[src/rtl/gate_test_pkg.sv]
// Shared definitions for the gate exerciser: op-code encoding for the
// two-input gate functions, FSM state encoding and the truth-table size.
package gate_test_pkg;

  localparam logic [2:0] OP_AND  = 3'd0;
  localparam logic [2:0] OP_OR   = 3'd1;
  localparam logic [2:0] OP_NAND = 3'd2;
  localparam logic [2:0] OP_NOR  = 3'd3;
  localparam logic [2:0] OP_XOR  = 3'd4;
  localparam logic [2:0] OP_XNOR = 3'd5;
  localparam logic [2:0] OP_NOTA = 3'd6;
  localparam logic [2:0] OP_BUF  = 3'd7;

  localparam int NUM_VEC = 4;

  typedef enum logic [1:0] {
    ST_IDLE   = 2'd0,
    ST_DRIVE  = 2'd1,
    ST_SAMPLE = 2'd2,
    ST_DONE   = 2'd3
  } state_e;

endpackage

[src/rtl/gate_expect.sv]
// Combinational reference model of the lab's two-input gates.
// Ports:
//   op  - function select (gate_test_pkg OP_* codes)
//   a,b - gate inputs
//   exp - expected gate output
module gate_expect
  import gate_test_pkg::*;
(
  input  logic [2:0] op,
  input  logic       a,
  input  logic       b,
  output logic       exp
);

  always_comb begin
    exp = 1'b0;
    case (op)
      OP_AND:  exp = a & b;
      OP_OR:   exp = a | b;
      OP_NAND: exp = ~(a & b);
      OP_NOR:  exp = ~(a | b);
      OP_XOR:  exp = a ^ b;
      OP_XNOR: exp = ~(a ^ b);
      OP_NOTA: exp = ~a;
      OP_BUF:  exp = a;
      default: exp = 1'b0;
    endcase
  end

endmodule

[src/rtl/gate_tester.sv]
// On-board exerciser for a two-input gate. Sweeps {A,B} through 00,01,10,11,
// holding each vector HOLD_CYCLES clocks, samples the synchronised gate output
// on the last cycle of each hold and compares it against the selected function.
// Ports:
//   clk, rst_n - clock, asynchronous active-low reset
//   start      - level request; acted on only in IDLE or DONE
//   op_sel     - expected function, captured when a sweep starts
//   y_in       - gate-under-test output (asynchronous, synchronised here)
//   a_out/b_out- registered stimulus
//   busy/done  - sweep in progress / sweep finished (held until next start)
//   pass       - err_cnt==0, valid while done
//   err_cnt    - mismatching vector count (0..4)
//   fail_vec   - bit {A,B} set when that vector mismatched
//   state_dbg  - current FSM state for debug visibility
// Handshake: start is a plain level, no ready; it is simply ignored while busy.
module gate_tester
  import gate_test_pkg::*;
#(
  parameter int HOLD_CYCLES = 10,
  parameter int CNT_W       = 8
) (
  input  logic       clk,
  input  logic       rst_n,
  input  logic       start,
  input  logic [2:0] op_sel,
  input  logic       y_in,
  output logic       a_out,
  output logic       b_out,
  output logic       busy,
  output logic       done,
  output logic       pass,
  output logic [2:0] err_cnt,
  output logic [3:0] fail_vec,
  output logic [1:0] state_dbg
);

  state_e           state_q, state_d;
  logic [1:0]       vec_q, vec_d;
  logic [CNT_W-1:0] hold_q, hold_d;
  logic [2:0]       op_q, op_d;
  logic [2:0]       err_q, err_d;
  logic [3:0]       fail_q, fail_d;
  logic             a_q, a_d, b_q, b_d;
  logic             busy_q, busy_d, done_q, done_d, pass_q, pass_d;
  logic             sync1_q, y_s;
  logic             exp_y;

  gate_expect u_expect (
    .op  (op_q),
    .a   (vec_q[1]),
    .b   (vec_q[0]),
    .exp (exp_y)
  );

  always_comb begin
    state_d = state_q;
    vec_d   = vec_q;
    hold_d  = hold_q;
    op_d    = op_q;
    err_d   = err_q;
    fail_d  = fail_q;
    a_d     = a_q;
    b_d     = b_q;
    busy_d  = busy_q;
    done_d  = done_q;
    pass_d  = pass_q;
    case (state_q)
      ST_IDLE, ST_DONE: begin
        // Restart from DONE clears the previous results on the entry edge.
        if (start) begin
          state_d = ST_DRIVE;
          vec_d   = 2'd0;
          hold_d  = '0;
          op_d    = op_sel;
          err_d   = 3'd0;
          fail_d  = 4'd0;
          a_d     = 1'b0;
          b_d     = 1'b0;
          busy_d  = 1'b1;
          done_d  = 1'b0;
          pass_d  = 1'b0;
        end
      end
      ST_DRIVE: begin
        hold_d = hold_q + 1'b1;
        // HOLD_CYCLES-1 DRIVE cycles plus the SAMPLE cycle make one full hold.
        if (hold_q == CNT_W'(HOLD_CYCLES - 2)) state_d = ST_SAMPLE;
      end
      ST_SAMPLE: begin
        if (y_s != exp_y) begin
          err_d          = err_q + 3'd1;
          fail_d[vec_q]  = 1'b1;
        end
        if (vec_q == 2'(NUM_VEC - 1)) begin
          state_d = ST_DONE;
          busy_d  = 1'b0;
          done_d  = 1'b1;
          pass_d  = (err_d == 3'd0);
          a_d     = 1'b0;
          b_d     = 1'b0;
        end else begin
          state_d = ST_DRIVE;
          vec_d   = vec_q + 2'd1;
          hold_d  = '0;
          a_d     = vec_d[1];
          b_d     = vec_d[0];
        end
      end
      default: state_d = ST_IDLE;
    endcase
  end

  always_ff @(posedge clk or negedge rst_n) begin
    if (!rst_n) begin
      state_q <= ST_IDLE;
      vec_q   <= 2'd0;
      hold_q  <= '0;
      op_q    <= 3'd0;
      err_q   <= 3'd0;
      fail_q  <= 4'd0;
      a_q     <= 1'b0;
      b_q     <= 1'b0;
      busy_q  <= 1'b0;
      done_q  <= 1'b0;
      pass_q  <= 1'b0;
      sync1_q <= 1'b0;
      y_s     <= 1'b0;
    end else begin
      state_q <= state_d;
      vec_q   <= vec_d;
      hold_q  <= hold_d;
      op_q    <= op_d;
      err_q   <= err_d;
      fail_q  <= fail_d;
      a_q     <= a_d;
      b_q     <= b_d;
      busy_q  <= busy_d;
      done_q  <= done_d;
      pass_q  <= pass_d;
      sync1_q <= y_in;
      y_s     <= sync1_q;
    end
  end

  assign a_out     = a_q;
  assign b_out     = b_q;
  assign busy      = busy_q;
  assign done      = done_q;
  assign pass      = pass_q;
  assign err_cnt   = err_q;
  assign fail_vec  = fail_q;
  assign state_dbg = state_q;

endmodule

[config.mk]
export PLATFORM = sky130hd
export DESIGN_NAME = gate_tester
export DESIGN_NICKNAME = d
export VERILOG_FILES = /design/src/rtl/gate_test_pkg.sv /design/src/rtl/gate_expect.sv /design/src/rtl/gate_tester.sv
export SDC_FILE = /design/constraint.sdc
export NUM_CORES = 1
export LEC_CHECK = 0
export ABC_CLOCK_PERIOD_IN_PS = 2500
export CAP_MARGIN = 5
export CORE_MARGIN = 2
export CORE_UTILIZATION = 40
export CTS_CLUSTER_DIAMETER = 30
export DETAILED_ROUTE_END_ITERATION = 16
export SYNTH_ARGS = -nofsm -noshare
export SYNTH_HDL_FRONTEND = slang
export SYNTH_SLANG_ARGS = --single-unit
[constraint.sdc]
create_clock -name clk -period 2.5 [get_ports clk]
set_clock_uncertainty 0.05 [all_clocks]
set_input_delay 0.5 -clock clk [delete_from_list [all_inputs] [get_ports clk]]
set_output_delay 0.5 -clock clk [all_outputs]
set_load 0.03 [all_outputs]
Word level (Yosys, flattened, before mapping):

Cells that the tools add are included.

* output and inout port bits: 14
* logic and storage cells: 89
* flip-flop bits (word level): 29
* bits of input ports: 7

* $add $sub $neg: 3
* magnitude comparators: 2
* reductions and logical operators: 13
* mux-type cells: 32
* bitwise gates (word level): 8
* eq/ne operators: 18

Operator list (number)
* one-hot mux 8 bit (3 select lines): 1
* two-way mux 8 bit: 2
* == test 3 bit, second input constant: 4
* two-way mux 2 bit: 5
* != test 2 bit, second input constant: 5
* one-hot mux 1 bit (2 select lines): 5
* two-way mux 3 bit: 3
* AND reduction 3 bit: 3
* adder 8 x 1 -> 8 bit, second input constant: 1
* == test 8 x 4 -> 1 bit, second input constant: 1
* two-way mux 1 bit: 8
* two-way mux 4 bit: 2
* one-hot mux 1 bit (8 select lines): 1
* one-hot mux 4 bit (2 select lines): 1
* AND reduction 2 bit: 4
* == test 2 bit, second input constant: 3
* == test 3 x 2 -> 1 bit, second input constant: 2
* logical NOT 3 bit: 2
* one-hot mux 2 bit (3 select lines): 1
* one-hot mux 3 bit (2 select lines): 1
* NOT 1 bit: 4
* OR 4 bit: 1
* one-hot mux 2 bit (2 select lines): 1
* adder 3 x 1 -> 3 bit, second input constant: 1
* other kinds (14): 14

Longest topological paths before layout:

Gate-level depths: netlist of the first run.

* word-level depth: 9
* gate-level depth with buffers: 9
* depth with buffers taken out: 8

Cells and area by module:

Synthesis of the first run repeated with hierarchy kept, for this count alone.

* cell total of the unflattened synthesis: 179
* area total of the unflattened synthesis: 1684.1 µm²

Modules (own cells, without submodules)
* gate_tester: cells each 163, times used 1, sequential area each 725.7 µm², area an instance 1569.0 µm²
* gate_expect: cells each 16, times used 1, sequential area each 0.0 µm², area an instance 115.1 µm²

Worst setup path after synthesis of the first run:

Ideal clock, no wire load.

* kind: register to register
* from: register state_q[0], in the netlist state_dbg[0]
* to: register hold_q[4]
* data arrival time: 1.892 ns
* required time: 2.325 ns
* setup slack: 0.433 ns
* path buffers: 1
* stages on the path, launching flop included: 10
* setup time: 0.125 ns
* period minus slack after synthesis: 2.067 ns
* cells stage by stage: dfrtp_1 -> inv_1 -> ha_1 -> clkbuf_1 -> nor2b_1 -> a21oi_1 -> and3_1 -> nand2_1 -> xor2_1 -> nor2_1

* longest elaborated chain between the ends: 4
* elaborated cells between the ends (all ways): 9
* those cells by class: 5 x eq/ne; 1 x mux; 3 x reduce/logical

Ends and longest elaborated chain
* start: declaration: RTL line gate_tester.sv:37 `state_e state_q, state_d;`
* start signal: assignment: RTL line gate_tester.sv:129 `state_q <= state_d;`
* == test 2 bit / logical NOT 2 bit (equally long branches): RTL line gate_tester.sv:67 `case (state_q)`
* OR reduction 2 bit: RTL line gate_tester.sv:67
* != test 2 bit (no source line)
* AND reduction 2 bit (no source line)
* end signal: assignment: RTL line gate_tester.sv:131 `hold_q <= hold_d;`
* end: declaration: RTL line gate_tester.sv:39 `logic [CNT_W-1:0] hold_q, hold_d;`

Parallel ways exist; a longest one is shown, timed or not.
A chain may end at the register's enable or synchronous reset.

Worst setup path in the final report of the first run:

* from: register vec_q[0]
* to: register err_q[2], in the netlist err_cnt[2]

* longest elaborated chain between the ends: 7
* elaborated cells between the ends (all ways): 11
* those cells by class: 1 x eq/ne; 4 x mux; 6 x bitwise

Ends and longest elaborated chain
* start: declaration: RTL line gate_tester.sv:38 `logic [1:0] vec_q, vec_d;`
* start signal: assignment: RTL line gate_tester.sv:130 `vec_q <= vec_d;`
* XOR 1 bit, or another cell as far along: RTL line gate_expect.sv:22, gate_expect.sv:23
* NOT 1 bit, on equally long branches: RTL line gate_expect.sv:23, gate_expect.sv:20, gate_expect.sv:21
* one-hot mux 1 bit (8 select lines) (*): RTL line gate_expect.sv:17 `case (op)`
* != test 1 bit (*): RTL line gate_tester.sv:90 `if (y_s != exp_y) begin`
* two-way mux 3 bit (*): RTL line gate_tester.sv:90
* two-way mux 3 bit (*): RTL line gate_tester.sv:67
* one-hot mux 3 bit (2 select lines) (*): RTL line gate_tester.sv:67
* end signal: assignment: RTL line gate_tester.sv:133 `err_q <= err_d;`
* end: declaration: RTL line gate_tester.sv:41 `logic [2:0] err_q, err_d;`

Mark *: on every way between the ends. The rest lies on a longest branch, timed or not. The select of a mux whose other input is x is not followed.

==> flow_summary.json, run 1 <==
{
  "antenna_cells": 0,
  "areaGrowthSynthToFinish_pct": 22.6,
  "drive_above_1_share": 0.0847,
  "async_reset_ff_frac": 1.00,
  "root_buffer": "clkbuf_8",
  "max_stage_delay_ns": 0.47,
  "crit_family": "simple AND/OR/NAND/NOR gates",
  "worst-path-buf-inv": 2,
  "final_cells": 237,
  "cts_tree": "built",
  "yosysMostFrequentCell": "dfrtp_1",
  "seq_power_share": 0.324,
  "cp.arrival_ns": 2.38,
  "synth_flop_cell": "dfrtp_1",
  "finalSetupViolations": 0,
  "fin_total_pwr_mw": 2.12,
  "synth_seq_cells": 29,
  "grt_max_degree": 30,
  "power_density_nw_per_um2": 1110,
  "hp-class": "flop to flop",
  "clk_pin_slew_ns": 0.06,
  "hold_buffers": 0,
  "wl_per_cell_um": 12.6,
  "endpoint_kind": "flop",
  "dpl-instance-area_um2": 1820,
  "fmax_mhz": 450,
  "min_from": "sync1_q",
  "leakagePower_nw": 0.868,
  "die_w_um": 66.3,
  "cts_buffers": 5,
  "fp-row-count": 22,
  "yosysTopAreaCell": "dfrtp_1",
  "worstSetupStartpointType": "flop",
  "slew_headroom": 0.630,
  "status": "finished clean",
  "postLayoutCoreUtil": 0.516,
  "min_delay_path_depth": 0,
  "rsz0062_at_grt": "no",
  "fin_nets": 205,
  "ioPinCount": 21,
  "tns_ns": 0,
  "drv_slew": 0,
  "dp.cells": 229,
  "cts_setup_buffers": 0,
  "port_buffers": 20,
  "synth_edf_count": 0,
  "yosys-top-cells-area": "dfrtp_1 (47%), ha_1 (8.1%), nand2_1 (5.3%), o21ai_0 (4.8%), xor2_1 (4.5%)",
  "required_ns": 2.66,
  "r2r_slack_ns": 0.28,
  "gr-total-overflow": 0,
  "cts.path.max_buffers": 2,
  "clockPowerShare": 0.172,
  "drt_wl_total_um": 3000,
  "synth_cell_types": 30,
  "grt_pass1_vias": 1175,
  "min_period_over_period": 0.889,
  "hold_viol_final": 0,
  "syn_area_um2": 1550,
  "crit_path_top_delay_cell": "or4_1",
  "switching_share": 0.427,
  "vdd_drop_max_uv": 405,
  "reg2reg_from": "vec_q[0]",
  "fin_area_um2": 1900,
  "htreeDepth": 2,
  "tightest_slew_ns": 0.552,
  "grt_use_total": 0.165,
  "syn_nets": 180,
  "core_area_um2": 3690,
  "dp_hpwl_um": 2190,
  "yosys_warnings": 0,
  "drc_errors": 0,
  "drtPass1Iterations": 4,
  "grt_pass1_wl_um": 5520,
  "gp_congestion": 0.767,
  "initial_core_util": 0.421,
  "cts.sink_count": 29,
  "seq_area_frac_synth": 0.467,
  "drtAntennaViolNets": 0,
  "crit_path_cell_trace": "inv_1 -> ha_1 -> o21ai_0 -> xnor2_1 -> mux2i_1 -> buf_4 -> or4_1 -> nand4_1",
  "finalCriticalPeriod_ns": 2.22,
  "r2r_cells": 8,
  "num_vias": 1198,
  "die_height_um": 66.3,
  "antenna_found_initial": 0,
  "worst-setup-path-type": "flop to flop",
  "post_cts_resized": 0,
  "cap_violations": 0,
  "ys_top_cells_by_count": "dfrtp_1 (29), nand2_1 (22), o21ai_0 (15)",
  "netlist_instances": 163,
  "comb_power_share": 0.504,
  "synth_top_area_share": 0.467,
  "power.internal_mw": 1.22,
  "clk_latency_ns": 0.28,
  "p_sw_uw": 905,
  "cp_max_fo": 12,
  "vias_per_cell": 5.05,
  "min_to": "y_s",
  "avgSynthCellArea_um2": 9.53,
  "dr.first_iter.drc_count": 70,
  "die-area_um2": 4400,
  "timing.rr.end": "err_cnt[2]"
}
[cells in the final DEF, fill, tap and decap left out]
| cell | count |
|---|---|
| a32o_1 | 1 |
| inv_1 | 10 |
| a21oi_1 | 5 |
| clkinv_2 | 2 |
| mux2_2 | 3 |
| buf_4 | 5 |
| o21ai_0 | 15 |
| ha_1 | 10 |
| nand4_1 | 1 |
| nor4b_1 | 1 |
| xor2_1 | 8 |
| a22o_1 | 3 |
| nand2b_1 | 2 |
| clkdlybuf4s50_1 | 20 |
| nor3_1 | 2 |
| nand2_1 | 22 |
| o21ai_1 | 1 |
| nor2_1 | 12 |
| clkbuf_1 | 1 |
| and3_1 | 2 |
| o31ai_1 | 2 |
| mux2i_1 | 4 |
| a2bb2oi_1 | 2 |
| xnor2_1 | 3 |
| o31ai_2 | 1 |
| nand3_1 | 9 |
| dfrtp_1 | 29 |
| a211oi_1 | 1 |
| or4_1 | 2 |
| o211ai_1 | 1 |
| nor2b_1 | 3 |
| and2_1 | 1 |
| clkbuf_8 | 5 |
[sequential cells by signal (all words and copies together), names as in the netlist]
name	flops
op_q	3
pass	1
state_dbg	2
busy	1
err_cnt	3
sync1_q	1
b_out	1
hold_q	8
done	1
a_out	1
fail_vec	4
y_s	1
vec_q	2
[layer usage]
metal / vias up / GRT usage / wire length [um]
met5: - / 0 / 0
met4: 0 / 0.0612 / 51
met3: 7 / 0.0511 / 105
met2: 18 / 0.241 / 1390
met1: 572 / 0.226 / 1460
li1: 601 / - / -
[worst max-delay path by stage]
stage          slack, ns  cells past startpoint          to    startpoint
3_5_place_dp        0.30                      8  err_cnt[2]      vec_q[0]
5_1_grt             0.11                      8  err_cnt[2]      vec_q[0]
6_report            0.28                      8  err_cnt[2]      vec_q[0]
2_1_floorplan       0.43                      9   hold_q[4]  state_dbg[0]
3_3_place_gp        0.33                      8  err_cnt[2]      vec_q[0]
4_1_cts             0.28                      8  err_cnt[2]      vec_q[0]
[layout make-up]
type,count,area (um2)
flip-flops and latches,29,726
fillers,364,1790
inverters,10,37.5
clock inverters,2,10.0
multi-input cells,117,759
clock buffers,6,72.6
repair buffers,25,238
well taps,48,60.1
[power by group through the flow]
stage | Combinational (mW) | Clock (mW) | Sequential, mW
finish | 1.07 | 0.365 | 0.686
global route | 1.19 | 0.402 | 0.712
CTS | 1.08 | 0.378 | 0.689
detailed placement | 1.08 | 0 | 0.697
global placement | 1.06 | 0 | 0.690
floorplan | 0.672 | 0 | 0.786
[through the flow]
stage | setup WS, ns | hold slack [ns]
2_1_floorplan | 0.433 | 0.154
3_3_place_gp | 0.326 | 0.285
3_5_place_dp | 0.302 | 0.286
4_1_cts | 0.283 | 0.301
5_1_grt | 0.110 | 0.310
6_report | 0.277 | 0.298
[cells by family after synthesis]
family / Yosys count / synth area share
buffers and inverters: 17 / 0.0435
AO/OA/AOI/OAI: 32 / 0.130
multiplexers: 7 / 0.0475
adder cells (fa/ha/maj): 10 / 0.0806
XOR/XNOR: 11 / 0.0621
flip-flops: 29 / 0.467
AND/OR/NAND/NOR: 57 / 0.169
Note: power is estimated with default switching activity, not from simulation.
==> run 2, diff against run 1 <==
Settings changed: CTS_CLUSTER_DIAMETER 30 to not set, PLACE_DENSITY set to 0.66.
==> run 2 against run 1 <==
Compared with the run above: non-clock buffer count unchanged; power up 3.0%; routed wire length down 0.10%; hold slack better by 0.024 ns; die area unchanged; clock-buffer cell count up 1; via count up 1.2%; final cell count unchanged; sequential power about the same; flip-flop and latch count unchanged; maximum frequency down 0.75%; clock power up 18%.
==> flow_summary.json, run 2 (synthesis results as in run 1) <==
{
  "tns_ns": 0,
  "ioPinCount": 21,
  "dp.cells": 229,
  "htreeDepth": 2,
  "timing.rr.end": "err_cnt[2]",
  "cts_buffers": 5,
  "regMostFlops": "hold_q",
  "die_height_um": 66.3,
  "cp_max_fo": 12,
  "fp-row-count": 22,
  "final_cells": 237,
  "fin_ws_ns": 0.260,
  "die-area_um2": 4400,
  "min_period_over_period": 0.896,
  "clk_pin_slew_ns": 0.06,
  "worstSetupStartpointType": "flop",
  "min_delay_path_depth": 0,
  "vdd_drop_max_uv": 347,
  "reg2reg_from": "vec_q[0]",
  "required_ns": 2.67,
  "grt_pass1_vias": 1234,
  "drc_errors": 0,
  "rsz0062_at_grt": "no",
  "grt_max_degree": 30,
  "gr-total-overflow": 0,
  "drtAntennaViolNets": 0,
  "power_density_nw_per_um2": 1140,
  "die_w_um": 66.3,
  "dp_hpwl_um": 2180,
  "cts_setup_buffers": 0,
  "vias_per_cell": 5.11,
  "port_buffers": 20,
  "tightest_slew_ns": 0.523,
  "post_cts_resized": 0,
  "dpl-instance-area_um2": 1820,
  "antenna_found_initial": 0,
  "fmax_mhz": 446,
  "cp.arrival_ns": 2.41,
  "layout_common_cells": "dfrtp_1 (29), nand2_1 (22), clkdlybuf4s50_1 (20)",
  "drive_above_1_share": 0.0899,
  "min_to": "y_s",
  "clk_latency_ns": 0.29,
  "hold_viol_final": 0,
  "root_buffer": "clkbuf_8",
  "r2r_slack_ns": 0.26,
  "grt_pass1_wl_um": 5240,
  "largest_reg_flops": 8,
  "wl_per_cell_um": 12.6,
  "drt_wl_total_um": 3000,
  "r2r_cells": 8,
  "drtPass1Iterations": 5,
  "fin_nets": 205,
  "cts_tree": "built",
  "cts.sink_count": 29,
  "num_vias": 1212,
  "initial_core_util": 0.421,
  "cts.path.max_buffers": 2,
  "slew_headroom": 0.649,
  "postLayoutCoreUtil": 0.521,
  "endpoint_kind": "flop",
  "gp_congestion": 0.776,
  "hold_buffers": 0,
  "dr.first_iter.drc_count": 83,
  "finalSetupViolations": 0,
  "worst-setup-path-type": "flop to flop",
  "antenna_cells": 0,
  "cap_violations": 0,
  "grt_use_total": 0.162,
  "core_area_um2": 3690,
  "fin_area_um2": 1920,
  "startpoint": "vec_q[0]",
  "pre_cts_slack_ns": 0.278,
  "leakagePower_nw": 0.877,
  "hp-class": "flop to flop",
  "areaGrowthSynthToFinish_pct": 23.8,
  "status": "finished clean",
  "final_common_cell": "dfrtp_1",
  "drv_slew": 0,
  "finalCriticalPeriod_ns": 2.24,
  "min_from": "sync1_q"
}
## run 2: worst max-delay path by stage
stage	endpoint	slack, ns	cells after the start
after floorplan	hold_q[4]	0.43	9
after global placement	err_cnt[2]	0.33	8
after detailed placement	err_cnt[2]	0.28	8
after CTS	err_cnt[2]	0.26	8
after global routing	err_cnt[2]	0.12	8
final	err_cnt[2]	0.26	8
## run 2: power by group
group	switching, mW	leakage (nW)	internal [mW]
clock network	0.183	0.0542	0.248
registers	0.106	0.380	0.581
logic	0.623	0.443	0.444
total	0.912	0.877	1.27
## run 2: final cells by class
cell class	instances	area (um2)
sequential	29	726
multi-input combinational	117	759
timing repair buffer	25	238
fill	353	1770
clock buffer	7	96.3
clock inverter	1	5.00
tap	48	60.1
inverter	10	37.5
## run 2: worst max-delay path, stage by stage, from the launching register on
cell and delay (ns):
dfrtp_1 0.44, inv_1 0.11, ha_1 0.34, o21ai_0 0.24, xnor2_1 0.15, mux2i_1 0.08
buf_4 0.18, or4_1 0.48, nand4_1 0.10
## run 2: stage by stage
| step | hold slack [ns] | power [mW] |
|---|---|---|
| after global placement | 0.285 | 1.74 |
| after global routing | 0.325 | 2.37 |
| after floorplan | 0.154 | 1.46 |
| final | 0.321 | 2.18 |
| after CTS | 0.322 | 2.21 |
| after detailed placement | 0.308 | 1.77 |
## run 2: metal layers
metal / vias to the layer above / global-route usage / routed length [um]
li1: 601 / - / -
met5: - / 0 / 0
met3: 7 / 0.0426 / 103
met2: 21 / 0.265 / 1470
met1: 583 / 0.182 / 1340
met4: 0 / 0.115 / 81
==> run 3, diff against run 2 <==
Settings changed: SETUP_SLACK_MARGIN set to 0.3, SLEW_MARGIN set to 0.
==> run 3 against run 2 <==
Compared with the run above: hold slack unchanged; clock-buffer cell count stayed put; global-route usage increased by 0.14 points; flip-flop and latch count is the same; utilization rose by 0.75 points; largest cell class unchanged.
==> flow_summary.json, run 3 (synthesis results as in run 1) <==
{
  "status": "finished clean",
  "grt_use_total": 0.164,
  "fin_ws_ns": 0.416,
  "largest_reg_flops": 8,
  "pre_cts_slack_ns": 0.278,
  "fp-row-count": 22,
  "finalSetupViolations": 0,
  "areaGrowthSynthToFinish_pct": 25.5,
  "worstSetupStartpointType": "flop",
  "drt_wl_total_um": 3050,
  "antenna_found_initial": 0,
  "clk_latency_ns": 0.29,
  "required_ns": 2.67,
  "antenna_cells": 0,
  "vias_per_cell": 5.09,
  "drtPass1Iterations": 5,
  "die_height_um": 66.3,
  "drv_slew": 0,
  "fillers": 346,
  "die_w_um": 66.3,
  "min_period_over_period": 0.833,
  "vdd_drop_max_uv": 356,
  "worst-path-buf-inv": 3,
  "power_density_nw_per_um2": 1140,
  "layout_common_cells": "dfrtp_1 (28), nand2_1 (22), clkdlybuf4s50_1 (20)",
  "slew_headroom": 0.648,
  "drtAntennaViolNets": 0,
  "htreeDepth": 2,
  "tightest_slew_ns": 0.524,
  "cts_buffers": 5,
  "cap_violations": 0,
  "drc_errors": 0,
  "fin_area_um2": 1950,
  "hold_viol_final": 0,
  "port_buffers": 20,
  "grt_pass1_vias": 1247,
  "crit_path_top_delay_cell": "or4_1",
  "fin_total_pwr_mw": 2.23,
  "leakagePower_nw": 0.893,
  "cts.path.max_buffers": 2,
  "cp_max_fo": 12,
  "cts_tree": "built",
  "core_area_um2": 3690,
  "fin_nets": 208,
  "root_buffer": "clkbuf_8",
  "num_vias": 1221,
  "max_stage_delay_ns": 0.48,
  "clk_pin_slew_ns": 0.06,
  "die-area_um2": 4400,
  "dpl-instance-area_um2": 1820,
  "cts.sink_count": 29,
  "multi_input_area_um2": 763,
  "crit_family": "simple AND/OR/NAND/NOR gates",
  "worst-setup-path-type": "flop to flop",
  "gr-total-overflow": 0,
  "fmax_mhz": 480,
  "drive_above_1_share": 0.115,
  "grt_max_degree": 30,
  "regMostFlops": "hold_q",
  "ff_latch_area_um2": 727,
  "dr.first_iter.drc_count": 97,
  "endpoint_kind": "flop",
  "cp.arrival_ns": 2.25,
  "final_common_cell": "dfrtp_1",
  "initial_core_util": 0.421,
  "finalCriticalPeriod_ns": 2.08,
  "gp_congestion": 0.776,
  "hp-class": "flop to flop",
  "crit_path_cell_trace": "inv_1 -> ha_1 -> inv_1 -> mux2i_1 -> xnor2_1 -> mux2i_1 -> buf_4 -> or4_1 -> nand4_1",
  "grt_pass1_wl_um": 5290,
  "wl_per_cell_um": 12.7,
  "rsz0062_at_grt": "no",
  "dp_hpwl_um": 2180,
  "ioPinCount": 21,
  "tns_ns": 0
}
==> run 3: cell types whose count changed in the layout (fill, tap and decap cells not counted), sizes merged <==
| cell | previous run | this run |
|---|---|---|
| buf | 5 | 8 |
==> run 3: path summary, 6_finish.rpt <==
kind | start | to | slack (ns) | cells after the start
worst max-delay path | vec_q[0] | err_cnt[2] | 0.42 | 9
worst min-delay path | sync1_q | y_s | 0.32 | 0
worst max register to register | vec_q[0] | err_cnt[2] | 0.42 | 9
worst min register to register | sync1_q | y_s | 0.32 | 0
max in group asynchronous | rst_n | vec_q[0] | 1.56 | 2
min in group asynchronous | rst_n | fail_vec[0] | 0.55 | 2
==> run 3: power by group <==
group | leakage, nW | internal (mW) | switching (mW)
registers | 0.379 | 0.582 | 0.0999
clock network | 0.0542 | 0.248 | 0.183
logic | 0.460 | 0.474 | 0.644
==> run 3: layout make-up <==
class	count	area share
Inverter	10	0.0193
Multi-Input combinational cell	117	0.392
Clock inverter	1	0.00257
Clock buffer	7	0.0494
Sequential cell	29	0.373
Timing Repair Buffer	28	0.134
Tap cell	48	0.0308
==> run 3: metrics by stage <==
step,utilization,hold WS [ns],cells
after floorplan,-,0.154,163
after global placement,0.494,0.285,229
after detailed placement,0.494,0.308,229
after CTS,0.523,0.322,238
after global routing,0.528,0.325,240
final,0.528,0.321,240
==> run 3: what timing repair did <==
action                     CTS  global route
hold buffers                 0             0
pin swaps                    0             0
setup buffers                1             2
setup endpoints to repair    1             1
resized for setup            1             2
==> run 3: routing by layer <==
metal | share of wire | GRT usage | up-vias | wire length (um)
met5 | 0 | 0 | - | 0
met4 | 0.033 | 0.122 | 0 | 100
met3 | 0.033 | 0.0443 | 9 | 100
met2 | 0.49 | 0.265 | 21 | 1480
met1 | 0.45 | 0.182 | 584 | 1370
li1 | - | - | 607 | -
